==> config.mk <==
export PLATFORM = sky130hd
export DESIGN_NAME = stack_engine
export DESIGN_NICKNAME = d
export VERILOG_FILES = /design/src/rtl/stack_engine.sv
export SDC_FILE = /design/constraint.sdc
export NUM_CORES = 1
export LEC_CHECK = 0
export CAP_MARGIN = 30
export CELL_PAD_IN_SITES_DETAIL_PLACEMENT = 0
export CELL_PAD_IN_SITES_GLOBAL_PLACEMENT = 1
export CORE_MARGIN = 10
export CORE_UTILIZATION = 37
export CTS_CLUSTER_SIZE = 16
export DETAILED_ROUTE_END_ITERATION = 7
export PLACE_DENSITY_LB_ADDON = 0.1
export RECOVER_POWER = 25
export REMOVE_ABC_BUFFERS = 1
export SYNTH_ARGS = -nofsm -noshare
export SYNTH_HDL_FRONTEND = slang
export SYNTH_SLANG_ARGS = --single-unit
==> constraint.sdc <==
create_clock -name clock -period 4 [get_ports clock]
set_clock_uncertainty 0.1 [all_clocks]
set_input_delay 0.8 -clock clock [delete_from_list [all_inputs] [get_ports clock]]
set_output_delay 0.8 -clock clock [all_outputs]
set_load 0.05 [all_outputs]
==> src/rtl/stack_engine.sv <==
// Push/pop engine that moves words between the register file and a descending
// stack in data memory, keeping the stack pointer in the register file.
module stack_engine #(
  parameter logic [15:0] STACK_TOP   = 16'hBFFF,
  parameter logic [15:0] STACK_LIMIT = 16'h8000,
  parameter logic [3:0]  SP_ADDR     = 4'hD
) (
  input  logic        clock,
  input  logic        reset,
  input  logic        cmd_valid,
  input  logic        cmd_op,
  input  logic [3:0]  cmd_reg,
  output logic        cmd_ready,
  output logic        done,
  output logic        fault,
  output logic [3:0]  rf_read_addr,
  input  logic [15:0] rf_read_data,
  input  logic [15:0] rf_sp,
  output logic [3:0]  rf_write_addr,
  output logic [15:0] rf_write_data,
  output logic        rf_write_en,
  output logic [15:0] mem_addr,
  output logic [15:0] mem_wdata,
  output logic        mem_wen,
  output logic        mem_ren,
  input  logic [15:0] mem_rdata
);

  typedef enum logic [2:0] {
    IDLE, FETCH, MEM_WR, MEM_RD, MEM_WAIT, REG_WR, SP_UPD
  } state_t;

  state_t      state, next_state;
  logic        op_q;
  logic [3:0]  reg_q;
  logic [15:0] operand_q;
  logic [15:0] sp_q;
  logic [15:0] popped_q;
  logic        refused;

  always_ff @(posedge clock or negedge reset) begin
    if (!reset) state <= IDLE;
    else        state <= next_state;
  end

  // The SP port is sampled live in FETCH, so the bounds check cannot wait for sp_q.
  assign refused      = op_q ? (rf_sp == STACK_TOP) : (rf_sp == STACK_LIMIT);
  assign rf_read_addr = reg_q;

  always_ff @(posedge clock or negedge reset) begin
    if (!reset) begin
      op_q      <= 1'b0;
      reg_q     <= 4'h0;
      operand_q <= 16'h0000;
      sp_q      <= 16'h0000;
      popped_q  <= 16'h0000;
    end else begin
      case (state)
        IDLE: begin
          if (cmd_valid) begin
            op_q  <= cmd_op;
            reg_q <= cmd_reg;
          end
        end
        FETCH: begin
          operand_q <= rf_read_data;
          sp_q      <= rf_sp;
        end
        MEM_WAIT: popped_q <= mem_rdata;
        default: ;
      endcase
    end
  end

  always_comb begin
    next_state    = state;
    cmd_ready     = 1'b0;
    done          = 1'b0;
    fault         = 1'b0;
    mem_wen       = 1'b0;
    mem_ren       = 1'b0;
    mem_addr      = 16'h0000;
    mem_wdata     = 16'h0000;
    rf_write_en   = 1'b0;
    rf_write_addr = 4'h0;
    rf_write_data = 16'h0000;
    case (state)
      IDLE: begin
        cmd_ready = 1'b1;
        if (cmd_valid) next_state = FETCH;
      end
      FETCH: begin
        if (refused) begin
          done       = 1'b1;
          fault      = 1'b1;
          next_state = IDLE;
        end else begin
          next_state = op_q ? MEM_RD : MEM_WR;
        end
      end
      MEM_WR: begin
        mem_wen    = 1'b1;
        mem_addr   = sp_q;
        mem_wdata  = operand_q;
        next_state = SP_UPD;
      end
      MEM_RD: begin
        mem_ren    = 1'b1;
        mem_addr   = sp_q + 16'd1;
        next_state = MEM_WAIT;
      end
      MEM_WAIT: next_state = REG_WR;
      REG_WR: begin
        rf_write_en   = 1'b1;
        rf_write_addr = reg_q;
        rf_write_data = popped_q;
        // Popping into SP itself makes the popped word the new SP, so no increment follows.
        if (reg_q == SP_ADDR) begin
          done       = 1'b1;
          next_state = IDLE;
        end else begin
          next_state = SP_UPD;
        end
      end
      SP_UPD: begin
        rf_write_en   = 1'b1;
        rf_write_addr = SP_ADDR;
        rf_write_data = op_q ? (sp_q + 16'd1) : (sp_q - 16'd1);
        done          = 1'b1;
        next_state    = IDLE;
      end
      default: next_state = IDLE;
    endcase
  end

endmodule

==> flow_summary.yaml <==
route:
  drt_iter0_drc: 106
  first_pass_iters: 4
  vias: 2987
  drc: 0
  ant_nets: 0
  wl_mm: 10.45
  vias_per_cell: 4.970
  wire_per_inst_um: 17.39
sta:
  hold_violations: 0
  slew_headroom_pct: -38.98
  finalMaxSlewViolations: 39
  fmax_mhz: 274.5
  period_share_pct: 91.07
  layout_min_cycle_time_ps: 3643
  tightest_slew_ps: 2085
  setup_viol: 0
  rsz0062_at_grt: "no"
  hold_slack_ps: 194.4
synth:
  synth.distinct_cells: 46
  synthCells: 362
  yosys_warnings: 0
  async_flop_share_pct: 100.0
  ys_seq_elements: 56
  syn-cell-area_mm2: 0.003572
  yosysSeqAreaShare_pct: 39.23
  synth_edf_count: 0
  syn_avg_cell_area_um2: 9.868
  synth-main-ff-cell: "dfrtp_1"
layout:
  diodes: 0
  drive_gt1_share_pct: 22.67
  final_nets: 529
  num-fill-cells: 930
  stdcell_count: 601
  syn_to_final_growth_pct: 36.39
place:
  dp.cells: 593
  io_buffers: 117
  hpwl_mm: 8.224
  routabilityCongestion: 0.8520
die:
  chipHeight_um: 118.3
  die_area_mm2: 0.01398
  pin_count: 118
  design.core.area_mm2: 0.009328
  std_cell_rows: 35
  start_util_pct: 38.30
  die_x_um: 118.3
critical_path:
  critPathArrivalTime_ps: 2740
  criticalPathCategory: "flip-flop to primary output"
  reg2reg_slack_ps: 1910
  crit_slowest_cell: "clkdlybuf4s50_1"
  cp_data_required_time_ps: 3100
  cp_max_fo: 10
  crit_chain: "inv_1 -> ha_1 -> nor4b_1 -> a31oi_1 -> xor2_1 -> o21ai_0 -> clkdlybuf4s50_1"
  cp-end-kind: "primary output"
  worstSetupStartpointType: "flip-flop"
  cpPeakStageDelay_ps: 840
global_routing:
  grt_pass1_wl_mm: 17.14
  grt_use_total_pct: 14.62
  antenna_found_initial: 0
  overflow: 0
  grt_max_degree: 39
  grt_pass1_vias: 3209
power_and_ir_drop:
  cellLeakagePower_nw: 2.022
  peakVddDrop_v: 0.0003328
  total_power_mw: 4.099
  p_per_area_mw_per_mm2: 841.3
job:
  maxCapViolCount: 1
cts:
  clk_pin_slew_ps: 110
  clockRootBuffer: "clkbuf_8"
  ctsLongestPathBuffers: 2
  cts.sinks: 56
  clkLatencyLatePin_ps: 310
  htreeDepth: 2
  cts_made_buffers: 5
  cts_tree: "yes"
run_status:
  violations: "max-capacitance violations, max-slew violations"
  status: "finished, violations left"
min_path:
  hold_path.class: "primary input to asynchronous set/reset pin"
==> synth_stat cells (all sizes together) (3+ instances only) <==
master	count	area, um2
clkbuf	17	136.4
o21ai	18	97.59
nor4	8	80.08
and3	6	37.54
nand4	8	50.05
nand2	40	150.1
nand3	19	100.1
inv	6	22.52
nand2b	3	18.77
and2	20	125.1
xnor2	12	105.1
xor2	23	201.4
buf	13	77.58
nor2	26	97.59
mux2	50	563.0
o221ai	4	35.03
dfrtp	56	1401
nor3	9	55.05
==> per-stage QoR <==
step	TNS (ps)	cell area [um2]	setup slack [ps]	util [%]
finish	0	4872	357.3	52.23
global route	0	4872	52.12	52.23
CTS	0	4876	51.07	52.27
detailed placement	0	4765	418.5	51.08
global placement	0	4745	505.7	50.87
floorplan	-87.47	3358	-87.47	-
==> final cells by class <==
cell class | instances | area (um2) | share of cell area, %
clock buffers | 6 | 72.57 | 1.489
inverters | 6 | 22.52 | 0.4622
repair buffers | 132 | 1235 | 25.35
multi-input cells | 270 | 1941 | 39.83
clock inverters | 2 | 38.79 | 0.7961
flip-flops and latches | 56 | 1401 | 28.76
well taps | 129 | 161.4 | 3.313
==> power by group <==
group          total [mW]  leakage (nW)  switching [mW]  internal (mW)
sequential           1.23         0.664           0.371          0.857
combinational        2.49          1.30            1.48           1.01
clock               0.385        0.0558           0.195          0.190
total                4.10          2.02            2.04           2.06
==> worst paths after layout <==
kind,start,cells after the start,endpoint
max,sp_q[0],7,rf_write_data[4]
min,reset,1,popped_q[2]
max reg2reg,state[2],3,popped_q[3]
min reg2reg,operand_q[13],1,operand_q[13]
max in group asynchronous,reset,2,sp_q[13]
min in group clock,operand_q[13],1,operand_q[13]
==> state kept, by name, indices dropped and copies added (netlist names) <==
name          cells
operand_q        16
sp_q             16
rf_read_addr      4
state             3
popped_q         16
op_q              1
==> cells in the final DEF (no fill, tap or decap), types with 5 or more instances in the layout <==
cell type / count
nand2_1: 40
and2_1: 20
nand4_1: 8
nor2_1: 26
o21ai_0: 15
clkdlybuf4s50_1: 83
nor3_1: 7
dfrtp_1: 56
inv_1: 6
and3_1: 6
mux2_2: 50
clkbuf_8: 5
xor2_1: 23
dlymetal6s2s_1: 7
nand3_1: 18
buf_4: 38
xnor2_1: 12
nor4_1: 6
==> logic make-up (layout without fill, tap and decap cells) <==
group / Yosys count / after routing / share of synthesized area [%]
simple gates: 146 / 146 / 21.65
flops: 56 / 56 / 39.23
mux: 52 / 52 / 16.32
buf+inv: 36 / 146 / 6.620
compound gates: 35 / 35 / 6.900
xor+xnor: 35 / 35 / 8.581
fa+ha+maj: 2 / 2 / 0.7004
==> layer usage <==
| metal | share of wire [%] | wire, um | GRT usage (%) |
|---|---|---|---|
| met1 | 45 | 4686 | 17.99 |
| met2 | 47 | 4919 | 23.99 |
| met3 | 7.6 | 793 | 5.331 |
| met4 | 0.51 | 53 | 2.937 |
| met5 | 0 | 0 | 0 |
==> worst max-delay path: cells and delay by family (launching register included) <==
kind	cells	cell delay [ps]
compound gates	2	250
fa+ha+maj	1	290
buf+inv	2	970
simple gates	1	250
xor+xnor	1	150
flops	1	500
==> timing repair <==
| item | CTS | global route |
|---|---|---|
| setup endpoints to repair | 0 | 7 |
| gates resized for setup | 0 | 7 |
| hold buffers | 0 | 0 |
| setup buffers | 0 | 0 |
Note: power is estimated with default switching activity, not from simulation.
